$ cat src/rtl/pixel_arbiter_if.sv
// Pixel arbiter bus: draw requests and block descriptors in, grant/completion pulses, status
// and the registered VGA adapter write port out.
//   master: requester side (drives clr, req and block descriptors)
//   slave : arbiter side (drives ack, done, x, y, colour, plot, busy, init_done)
interface pixel_arbiter_if;
  logic       clr;
  logic [2:0] req;        // [0] tail erase, [1] head draw, [2] food draw
  logic [7:0] tail_x;
  logic [6:0] tail_y;
  logic [7:0] head_x;
  logic [6:0] head_y;
  logic [2:0] head_col;
  logic [7:0] food_x;
  logic [6:0] food_y;
  logic [2:0] food_col;
  logic [2:0] ack;
  logic [2:0] done;
  logic [7:0] x;
  logic [6:0] y;
  logic [2:0] colour;
  logic       plot;
  logic       busy;
  logic       init_done;

  modport master (
    output clr, req, tail_x, tail_y, head_x, head_y, head_col, food_x, food_y, food_col,
    input  ack, done, x, y, colour, plot, busy, init_done
  );

  modport slave (
    input  clr, req, tail_x, tail_y, head_x, head_y, head_col, food_x, food_y, food_col,
    output ack, done, x, y, colour, plot, busy, init_done
  );
endinterface

$ cat src/rtl/pixel_arbiter.sv
// Pixel arbiter: shares one VGA adapter write port between a full-screen clear and three
// 4x4 block requesters (tail erase, head draw, food draw).
// Ports:
//   clk     : system clock, all state on rising edge
//   resetn  : asynchronous active-low reset, forces a fresh full-screen clear
//   bus     : pixel_arbiter_if.slave (requests/blocks in; ack, done, x, y, colour, plot,
//             busy, init_done out -- all outputs registered except busy, decoded from state)
// RR_MODE: 0 = fixed priority req[0] > req[1] > req[2], 1 = round-robin.
module pixel_arbiter #(
  parameter int unsigned RR_MODE = 0
) (
  input logic             clk,
  input logic             resetn,
  pixel_arbiter_if.slave  bus
);

  typedef enum logic [1:0] {StClear, StIdle, StDraw} state_e;

  state_e      state_q, state_d;
  logic [7:0]  cx_q, cx_d;        // clear raster x
  logic [6:0]  cy_q, cy_d;        // clear raster y, 120 marks the walk finished
  logic [3:0]  p_q, p_d;          // block pixel counter
  logic        fin_q, fin_d;      // pixel 15 has been presented
  logic [2:0]  gnt_q, gnt_d;      // current grant, one-hot
  logic [7:0]  bx_q, bx_d;
  logic [6:0]  by_q, by_d;
  logic [2:0]  bcol_q, bcol_d;
  logic [1:0]  rr_q, rr_d;        // index of last grant
  logic [7:0]  x_q, x_d;
  logic [6:0]  y_q, y_d;
  logic [2:0]  col_q, col_d;
  logic        plot_q, plot_d;
  logic [2:0]  ack_q, ack_d;
  logic [2:0]  done_q, done_d;
  logic        init_q, init_d;

  logic [2:0]  pick;
  logic [8:0]  sx;
  logic [7:0]  sy;
  logic        pix_ok;
  logic        clear_end;
  logic        decide;

  // Grant selection.
  always_comb begin
    pick = 3'b000;
    if (RR_MODE == 0) begin
      if (bus.req[0])      pick = 3'b001;
      else if (bus.req[1]) pick = 3'b010;
      else if (bus.req[2]) pick = 3'b100;
    end else begin
      unique case (rr_q)
        2'd0: begin
          if (bus.req[1])      pick = 3'b010;
          else if (bus.req[2]) pick = 3'b100;
          else if (bus.req[0]) pick = 3'b001;
        end
        2'd1: begin
          if (bus.req[2])      pick = 3'b100;
          else if (bus.req[0]) pick = 3'b001;
          else if (bus.req[1]) pick = 3'b010;
        end
        default: begin
          if (bus.req[0])      pick = 3'b001;
          else if (bus.req[1]) pick = 3'b010;
          else if (bus.req[2]) pick = 3'b100;
        end
      endcase
    end
  end

  // Wide sums so that 8/7-bit overflow lands outside the visible area and is suppressed.
  assign sx        = {1'b0, bx_q} + {7'd0, p_q[1:0]};
  assign sy        = {1'b0, by_q} + {6'd0, p_q[3:2]};
  assign pix_ok    = (sx <= 9'd159) && (sy <= 8'd119);
  assign clear_end = (cy_q == 7'd120);

  // The cycle after the last clear pixel or the last block pixel behaves as IDLE, so a
  // pending request can be granted on the very edge that leaves CLEAR or DRAW.
  assign decide = (state_q == StIdle) ||
                  ((state_q == StClear) && clear_end) ||
                  ((state_q == StDraw) && fin_q);

  always_comb begin
    state_d = state_q;
    cx_d    = cx_q;
    cy_d    = cy_q;
    p_d     = p_q;
    fin_d   = fin_q;
    gnt_d   = gnt_q;
    bx_d    = bx_q;
    by_d    = by_q;
    bcol_d  = bcol_q;
    rr_d    = rr_q;
    x_d     = x_q;
    y_d     = y_q;
    col_d   = col_q;
    plot_d  = 1'b0;
    ack_d   = 3'b000;
    done_d  = 3'b000;
    init_d  = init_q;

    unique case (state_q)
      StClear: begin
        if (!clear_end) begin
          x_d    = cx_q;
          y_d    = cy_q;
          col_d  = 3'b000;
          plot_d = 1'b1;
          if (cx_q == 8'd159) begin
            cx_d = 8'd0;
            cy_d = cy_q + 7'd1;
          end else begin
            cx_d = cx_q + 8'd1;
          end
        end else begin
          init_d = 1'b1;
        end
      end
      StDraw: begin
        if (!fin_q) begin
          x_d    = sx[7:0];
          y_d    = sy[6:0];
          col_d  = bcol_q;
          plot_d = pix_ok;
          p_d    = p_q + 4'd1;
          if (p_q == 4'd15) begin
            done_d = gnt_q;
            fin_d  = 1'b1;
          end
        end
      end
      default: ;
    endcase

    if (decide) begin
      state_d = StIdle;
      if (bus.clr) begin
        state_d = StClear;
        cx_d    = 8'd0;
        cy_d    = 7'd0;
      end else if (pick != 3'b000) begin
        state_d = StDraw;
        ack_d   = pick;
        gnt_d   = pick;
        p_d     = 4'd0;
        fin_d   = 1'b0;
        if (pick[0]) begin
          bx_d   = bus.tail_x;
          by_d   = bus.tail_y;
          bcol_d = 3'b000;
          rr_d   = 2'd0;
        end else if (pick[1]) begin
          bx_d   = bus.head_x;
          by_d   = bus.head_y;
          bcol_d = bus.head_col;
          rr_d   = 2'd1;
        end else begin
          bx_d   = bus.food_x;
          by_d   = bus.food_y;
          bcol_d = bus.food_col;
          rr_d   = 2'd2;
        end
      end
    end
  end

  always_ff @(posedge clk or negedge resetn) begin
    if (!resetn) begin
      state_q <= StClear;
      cx_q    <= 8'd0;
      cy_q    <= 7'd0;
      p_q     <= 4'd0;
      fin_q   <= 1'b0;
      gnt_q   <= 3'b000;
      bx_q    <= 8'd0;
      by_q    <= 7'd0;
      bcol_q  <= 3'b000;
      rr_q    <= 2'd2;
      x_q     <= 8'd0;
      y_q     <= 7'd0;
      col_q   <= 3'b000;
      plot_q  <= 1'b0;
      ack_q   <= 3'b000;
      done_q  <= 3'b000;
      init_q  <= 1'b0;
    end else begin
      state_q <= state_d;
      cx_q    <= cx_d;
      cy_q    <= cy_d;
      p_q     <= p_d;
      fin_q   <= fin_d;
      gnt_q   <= gnt_d;
      bx_q    <= bx_d;
      by_q    <= by_d;
      bcol_q  <= bcol_d;
      rr_q    <= rr_d;
      x_q     <= x_d;
      y_q     <= y_d;
      col_q   <= col_d;
      plot_q  <= plot_d;
      ack_q   <= ack_d;
      done_q  <= done_d;
      init_q  <= init_d;
    end
  end

  assign bus.ack       = ack_q;
  assign bus.done      = done_q;
  assign bus.x         = x_q;
  assign bus.y         = y_q;
  assign bus.colour    = col_q;
  assign bus.plot      = plot_q;
  assign bus.busy      = (state_q != StIdle);
  assign bus.init_done = init_q;

endmodule

$ cat src/flat_wrapper.sv
// flat-port wrapper written by rule: the top's interface ports become plain ports
module pixel_arbiter_flat 
#(
  parameter int unsigned RR_MODE = 0
)
  (clk, resetn, bus_clr, bus_req, bus_tail_x, bus_tail_y, bus_head_x, bus_head_y, bus_head_col, bus_food_x, bus_food_y, bus_food_col, bus_ack, bus_done, bus_x, bus_y, bus_colour, bus_plot, bus_busy, bus_init_done);
  pixel_arbiter_if bus_i ();
  input logic clk;
  input logic resetn;
  input wire logic [$bits(bus_i.clr)-1:0] bus_clr;
  input wire logic [$bits(bus_i.req)-1:0] bus_req;
  input wire logic [$bits(bus_i.tail_x)-1:0] bus_tail_x;
  input wire logic [$bits(bus_i.tail_y)-1:0] bus_tail_y;
  input wire logic [$bits(bus_i.head_x)-1:0] bus_head_x;
  input wire logic [$bits(bus_i.head_y)-1:0] bus_head_y;
  input wire logic [$bits(bus_i.head_col)-1:0] bus_head_col;
  input wire logic [$bits(bus_i.food_x)-1:0] bus_food_x;
  input wire logic [$bits(bus_i.food_y)-1:0] bus_food_y;
  input wire logic [$bits(bus_i.food_col)-1:0] bus_food_col;
  output wire logic [$bits(bus_i.ack)-1:0] bus_ack;
  output wire logic [$bits(bus_i.done)-1:0] bus_done;
  output wire logic [$bits(bus_i.x)-1:0] bus_x;
  output wire logic [$bits(bus_i.y)-1:0] bus_y;
  output wire logic [$bits(bus_i.colour)-1:0] bus_colour;
  output wire logic [$bits(bus_i.plot)-1:0] bus_plot;
  output wire logic [$bits(bus_i.busy)-1:0] bus_busy;
  output wire logic [$bits(bus_i.init_done)-1:0] bus_init_done;
  assign bus_i.clr = bus_clr;
  assign bus_i.req = bus_req;
  assign bus_i.tail_x = bus_tail_x;
  assign bus_i.tail_y = bus_tail_y;
  assign bus_i.head_x = bus_head_x;
  assign bus_i.head_y = bus_head_y;
  assign bus_i.head_col = bus_head_col;
  assign bus_i.food_x = bus_food_x;
  assign bus_i.food_y = bus_food_y;
  assign bus_i.food_col = bus_food_col;
  assign bus_ack = bus_i.ack;
  assign bus_done = bus_i.done;
  assign bus_x = bus_i.x;
  assign bus_y = bus_i.y;
  assign bus_colour = bus_i.colour;
  assign bus_plot = bus_i.plot;
  assign bus_busy = bus_i.busy;
  assign bus_init_done = bus_i.init_done;
  pixel_arbiter #(.RR_MODE(RR_MODE)) u_core (.clk(clk), .resetn(resetn), .bus(bus_i));
endmodule
$ cat config.mk
export PLATFORM = sky130hd
export DESIGN_NAME = pixel_arbiter_flat
export DESIGN_NICKNAME = d
export VERILOG_FILES = /design/src/rtl/pixel_arbiter_if.sv /design/src/rtl/pixel_arbiter.sv /design/src/flat_wrapper.sv
export SDC_FILE = /design/constraint.sdc
export NUM_CORES = 1
export LEC_CHECK = 0
export BUFFER_PORTS_ARGS = -buffer_cell sky130_fd_sc_hd__buf_2
export CELL_PAD_IN_SITES_DETAIL_PLACEMENT = 1
export CELL_PAD_IN_SITES_GLOBAL_PLACEMENT = 1
export CORE_MARGIN = 3
export CORE_UTILIZATION = 41
export DETAILED_ROUTE_END_ITERATION = 12
export PLACE_DENSITY = 0.9
export SYNTH_ARGS = -nofsm -noshare
export SYNTH_HDL_FRONTEND = slang
export SYNTH_SLANG_ARGS = --single-unit
$ cat constraint.sdc
create_clock -name clk -period 2.25 [get_ports clk]
set_input_delay 0.1125 -clock clk [delete_from_list [all_inputs] [get_ports clk]]
set_output_delay 0.1125 -clock clk [all_outputs]
set_load 0.05 [all_outputs]
# == After elaboration in Yosys (flattened, before gate mapping) ==
# Index checks and enable logic that the tools add are counted.
# totals
register_bits,69
input_bits,57
# op_classes
reduce_logical,11
n_eq_ne,8
addsub,5
mux,50
n_bitwise,1
magnitude_cmp,2
# ops
op,n
$mux W8,9
$mux W7,9
$mux W3,13
$mux W4,5
$pmux W8 S2,1
$pmux W7 S2,1
$add A8 B2 Y9,1
$le A9 B8 Y1 const B,1
$add A7 B2 Y8,1
$add A8 B1 Y8 const B,1
$eq A8 B8 Y1 const B,1
$le A8 B7 Y1 const B,1
$mux W1,8
$add A7 B1 Y7 const B,1
$eq A7 B7 Y1 const B,1
$pmux W3 S2,1
$reduce_and A3 Y1,2
$add A4 B1 Y4 const B,1
$eq A4 B4 Y1 const B,1
$mux W2,2
$ne A2 B2 Y1 const B,2
$logic_and A1 B1 Y1,3
$reduce_bool A3 Y1,1
$eq A2 B1 Y1 const B,1
other kinds (8),9

# == Longest topological paths before layout ==
# depth
word_depth,7
ltp_mapped,9

# == Worst setup path before layout ==
# OpenSTA, ideal clock, no wires.
# synth_path
path_kind,reg2reg
from,register u_core.p_q[0]
to,"register u_core.plot_q, in the netlist u_core.bus.plot"
slack_ps,223
period_less_slack_ps,2027
t_arrival_ps,1944
setup_time_ps,82
stages_incl_launch_ff,9
cell_sequence,dfrtp_1 > ha_1 > fa_1 > and3_1 > clkbuf_1 > a21boi_0 > mux2i_1 > a221o_1 > o22ai_1
# synth_via
elab_chain_len,5
# synth_rtl
element,line_no,rtl
"start, declared",pixel_arbiter.sv:22,"logic [3:0] p_q, p_d;"
"start signal, assigned",pixel_arbiter.sv:191,p_q <= p_d;
$add A8 B2 Y9,pixel_arbiter.sv:73,"assign sx = {1'b0, bx_q} + {7'd0, p_q[1:0]};"
$le A9 B8 Y1,pixel_arbiter.sv:75,assign pix_ok = (sx <= 9'd159) && (sy <= 8'd119);
$logic_and A1 B1 Y1,pixel_arbiter.sv:75,
$mux W1,pixel_arbiter.sv:121,if (!fin_q) begin
$pmux W1 S2,pixel_arbiter.sv:103,unique case (state_q)
named net u_core.plot_d,pixel_arbiter.sv:32,"logic plot_q, plot_d;"
"end signal, assigned",pixel_arbiter.sv:201,plot_q <= plot_d;
"end, declared",pixel_arbiter.sv:32,
# The timed path passes the listed nets, and every way through them passes these cells.
# A chain may end at the register's enable or synchronous reset.

# == Worst setup path in the final report ==
# Same ends and word-level chain as after synthesis.

==> summary.txt <==
Worst setup path
  • Crit path capture type: flop
  • Largest stage delay, worst path: about 0.42 ns
  • Worst Path Max Fanout: 5
  • Crit path cell chain: ha_1, fa_1, and3_2, a21boi_0, mux2i_1, a221o_1, o22ai_2
  • Reg2Reg Launch Point: u_core.p_q[0]
  • Critical Path Start Type: flop
  • Worst reg2reg path depth: 7
  • Crit path max-delay cell type: dfrtp_1
  • Reg-to-reg slack, setup: 0.14 ns
  • RR Endpoint: u_core.bus.plot
  • Setup CP Type: reg2reg
  • Crit path DAT: 2.37 ns
  • CP required: 2.51 ns

Clock tree
  • CTS max path bufs: 2
  • Clk sinks: 69
  • CTS tree: done
  • Number of CTS-inserted buffers: 9
  • Setup Buffers After CTS: 0
  • H-tree levels: 3
  • Worst-path clk slew: 0.07 ns
  • Clock latency on the worst-skew pair: 0.35 ns
  • Root buffer selected by CTS: clkbuf_8

Drt
  • Total Wirelength: 10.25 mm
  • Total number of vias: 3,159
  • Final ANT Viol Nets: 0
  • DR pass1 iterations: 4
  • Post-route DRC: 0
  • Initial DRC count: 104
  • Vias per inst: 5.354
  • WL/cell: 17.37 um

Cells and area
  • Area Growth Syn to Fin: 22.99%
  • Layout Cells excl Fill: just under 600
  • Final #Nets: approximately 550
  • Layout cells sized above 1: 0.2433
  • Design Area, Final: around 4500 um^2
  • Number of diodes: 0

Floorplan
  • Die Area: 10,010 um^2
  • # rows: 33
  • Die height: between 100 and 150 um
  • Starting Density: 0.4325
  • Core Box Area: 8382 um^2
  • Chip width: 100.0 um
  • I/O pins: 84

Place
  • Final RePlAce weighted congestion: 0.8974
  • Placed wire-length estimate: between 7 and 8 mm
  • Area after DPL: around 4200 um^2
  • Placed instance count: 570
  • PortBufs: 83

STA
  • Max Transition Viols Final: 0
  • Hold violation total from the final report: 0
  • Relative slew slack: 0.5905
  • Worst Tran Pin Value: 0.6143 ns
  • # setup viols final: 0
  • Tmin final: approximately 2.1 ns
  • Post-route clock skew: 0.009744 ns
  • Highest clock rate: 473.7 MHz
  • Fin crit share: 0.9383

Synth
  • Post-synth EDFFs: 0
  • Yosys Warn Count: 0
  • Sequential area share after synthesis: 0.4764
  • Mapped Avg Cell Area: 9.366 um^2
  • Synthesized flop and latch total: 69
  • Mapped Nets: 454
  • Post-synthesis instance total: 387
  • Post-Syn Area: 3625 um^2
  • Yosys cell types: 44
  • FFs w/ async S/R, synth: 1.000
  • Ys flop type: dfrtp_1

Global routing
  • Vias in the first global route: 3,438
  • GRT Total Usage: 0.2137
  • Global route overflow: 0
  • First-pass GRT wire length: 16.75 mm
  • Pin count of the biggest net entering global routing: 45
  • Initial antenna violation count: 0

Power
  • Leakage: about 2.2 nW
  • Pwr dens: 1306 nW/um^2
  • Max VDD drop: 429.7 uV

Hold path
  • Min-delay worst type: in2reg
  • Hold path depth: 3
  • Hold path start: bus_req[2]
  • Hold Path Sink: u_core.bus.ack[2]

Run
  • Max cap viols: 0

Outcome
  • Outcome: finished clean
## cell families after synthesis
family                   count (synthesis)  share of synthesized area
AO/OA/AOI/OAI                           74                     0.1229
XOR/XNOR                                27                    0.06524
adder cells (fa/ha/maj)                 10                    0.03866
buffers and inverters                   23                    0.02623
flip-flops                              69                     0.4764
multiplexers                            24                    0.06628
AND/OR/NAND/NOR                        160                     0.2044
## cell usage after synthesis, drive strengths merged (3+ instances only)
cell | instances | area share
o31ai | 4 | 0.0083
or2 | 4 | 0.0083
and2 | 6 | 0.010
a21oi | 22 | 0.030
xor2 | 15 | 0.036
o21ai | 29 | 0.040
and3 | 3 | 0.0052
nand3 | 8 | 0.011
a211oi | 5 | 0.010
nand4 | 5 | 0.0086
inv | 4 | 0.0041
nand2b | 3 | 0.0052
clkbuf | 11 | 0.011
nor3b | 4 | 0.0083
nand3b | 3 | 0.0062
buf | 8 | 0.011
mux2i | 24 | 0.066
a21o | 3 | 0.0062
xnor2 | 12 | 0.029
ha | 8 | 0.028
nand2 | 55 | 0.057
o2bb2ai | 3 | 0.0073
nor3 | 6 | 0.0083
dfrtp | 69 | 0.48
nor2 | 55 | 0.058
## what timing repair did
item | CTS | global route
endpoints found under the setup margin | 0 | 17
hold buffers | 4 | 0
endpoints found under the hold margin | 28 | 0
resized for setup | 0 | 3
## registers in the layout, summed over array words and instances, names as in the netlist
name,flops
u_core.bcol_q,3
u_core.bus.ack,3
u_core.bus.colour,3
u_core.bus.done,3
u_core.bus.init_done,1
u_core.bus.plot,1
u_core.bus.x,8
u_core.bus.y,7
u_core.bx_q,8
u_core.by_q,7
u_core.cx_q,8
u_core.cy_q,7
u_core.fin_q,1
u_core.gnt_q,3
u_core.p_q,4
u_core.state_q,2
## through the flow
stage | setup TNS (ns) | hold slack, ns | worst slack (ns) | utilization | power [W]
6_report | 0 | 0.01956 | 0.1389 | 0.5319 | 0.005821
5_1_grt | -0.1089 | 0.01923 | -0.03370 | 0.5319 | 0.006232
4_1_cts | 0 | 0.01330 | 0.08887 | 0.5307 | 0.005820
3_5_place_dp | 0 | 0.1535 | 0.1025 | 0.5037 | 0.004805
3_3_place_gp | 0 | 0.1490 | 0.2206 | 0.5037 | 0.004622
2_1_floorplan | 0 | -0.1831 | 0.2235 | - | 0.003895
## per-layer routing
| layer | routed length [um] | vias to the layer above | global-route usage |
|---|---|---|---|
| met1 | 4408 | 1510 | 0.2540 |
| met5 | 0 | - | 0 |
| met4 | 283 | 0 | 0.08705 |
| met2 | 5040 | 119 | 0.3740 |
| met3 | 518 | 23 | 0.04726 |
| li1 | - | 1507 | - |
## cell usage in the layout (no fill, tap or decap), drive strengths merged, types with 2 or more instances in the layout
master and instances:
nor2 55, nand2 55, and2 6, o2bb2ai 3
ha 8, nor3b 4, nand3b 3, a211oi 5
nand3 8, xor2 15, dlygate4sd3 4, nor2b 2
and3 3, a22o 2, a21oi 22, o21ai 29
nand2b 3, nor3 6, nand4 5, or2 4
o31ai 4, fa 2, mux2i 24, clkbuf 15
dfrtp 69, buf 97, a21o 3, xnor2 12
inv 4
## critical path: cells and delay by family, from the launching register on
| kind | cells | cell delay, ns |
|---|---|---|
| adder cells (fa/ha/maj) | 2 | 0.62 |
| multiplexers | 1 | 0.09 |
| AO/OA/AOI/OAI | 3 | 0.62 |
| AND/OR/NAND/NOR | 1 | 0.27 |
| flip-flops | 1 | 0.42 |
## final cells by class
type,count,area (um^2)
sequential,69,1727
tap,105,131.4
inverter,4,15.01
clock buffer,15,156.4
clock inverter,1,30.03
timing repair buffer,101,585.6
fill,986,3924
multi-input combinational,295,1813
## worst max-delay path by stage
stage	start	to	slack (ns)	cells past startpoint
3_3_place_gp	u_core.p_q[0]	u_core.bus.plot	0.22	7
3_5_place_dp	u_core.p_q[0]	u_core.bus.plot	0.10	7
2_1_floorplan	u_core.p_q[0]	u_core.bus.plot	0.22	8
4_1_cts	u_core.p_q[0]	u_core.bus.plot	0.09	7
6_report	u_core.p_q[0]	u_core.bus.plot	0.14	7
5_1_grt	u_core.cy_q[0]	u_core.bx_q[7]	-0.03	7
## power by group
group / switching [W] / leakage, nW / internal [W]
logic: 0.00167 / 1.19 / 0.000938
clock network: 0.000442 / 0.0919 / 0.000546
registers: 0.000501 / 0.888 / 0.00173
total: 0.00261 / 2.17 / 0.00321
No activity file was read; power rests on OpenSTA's default activity.
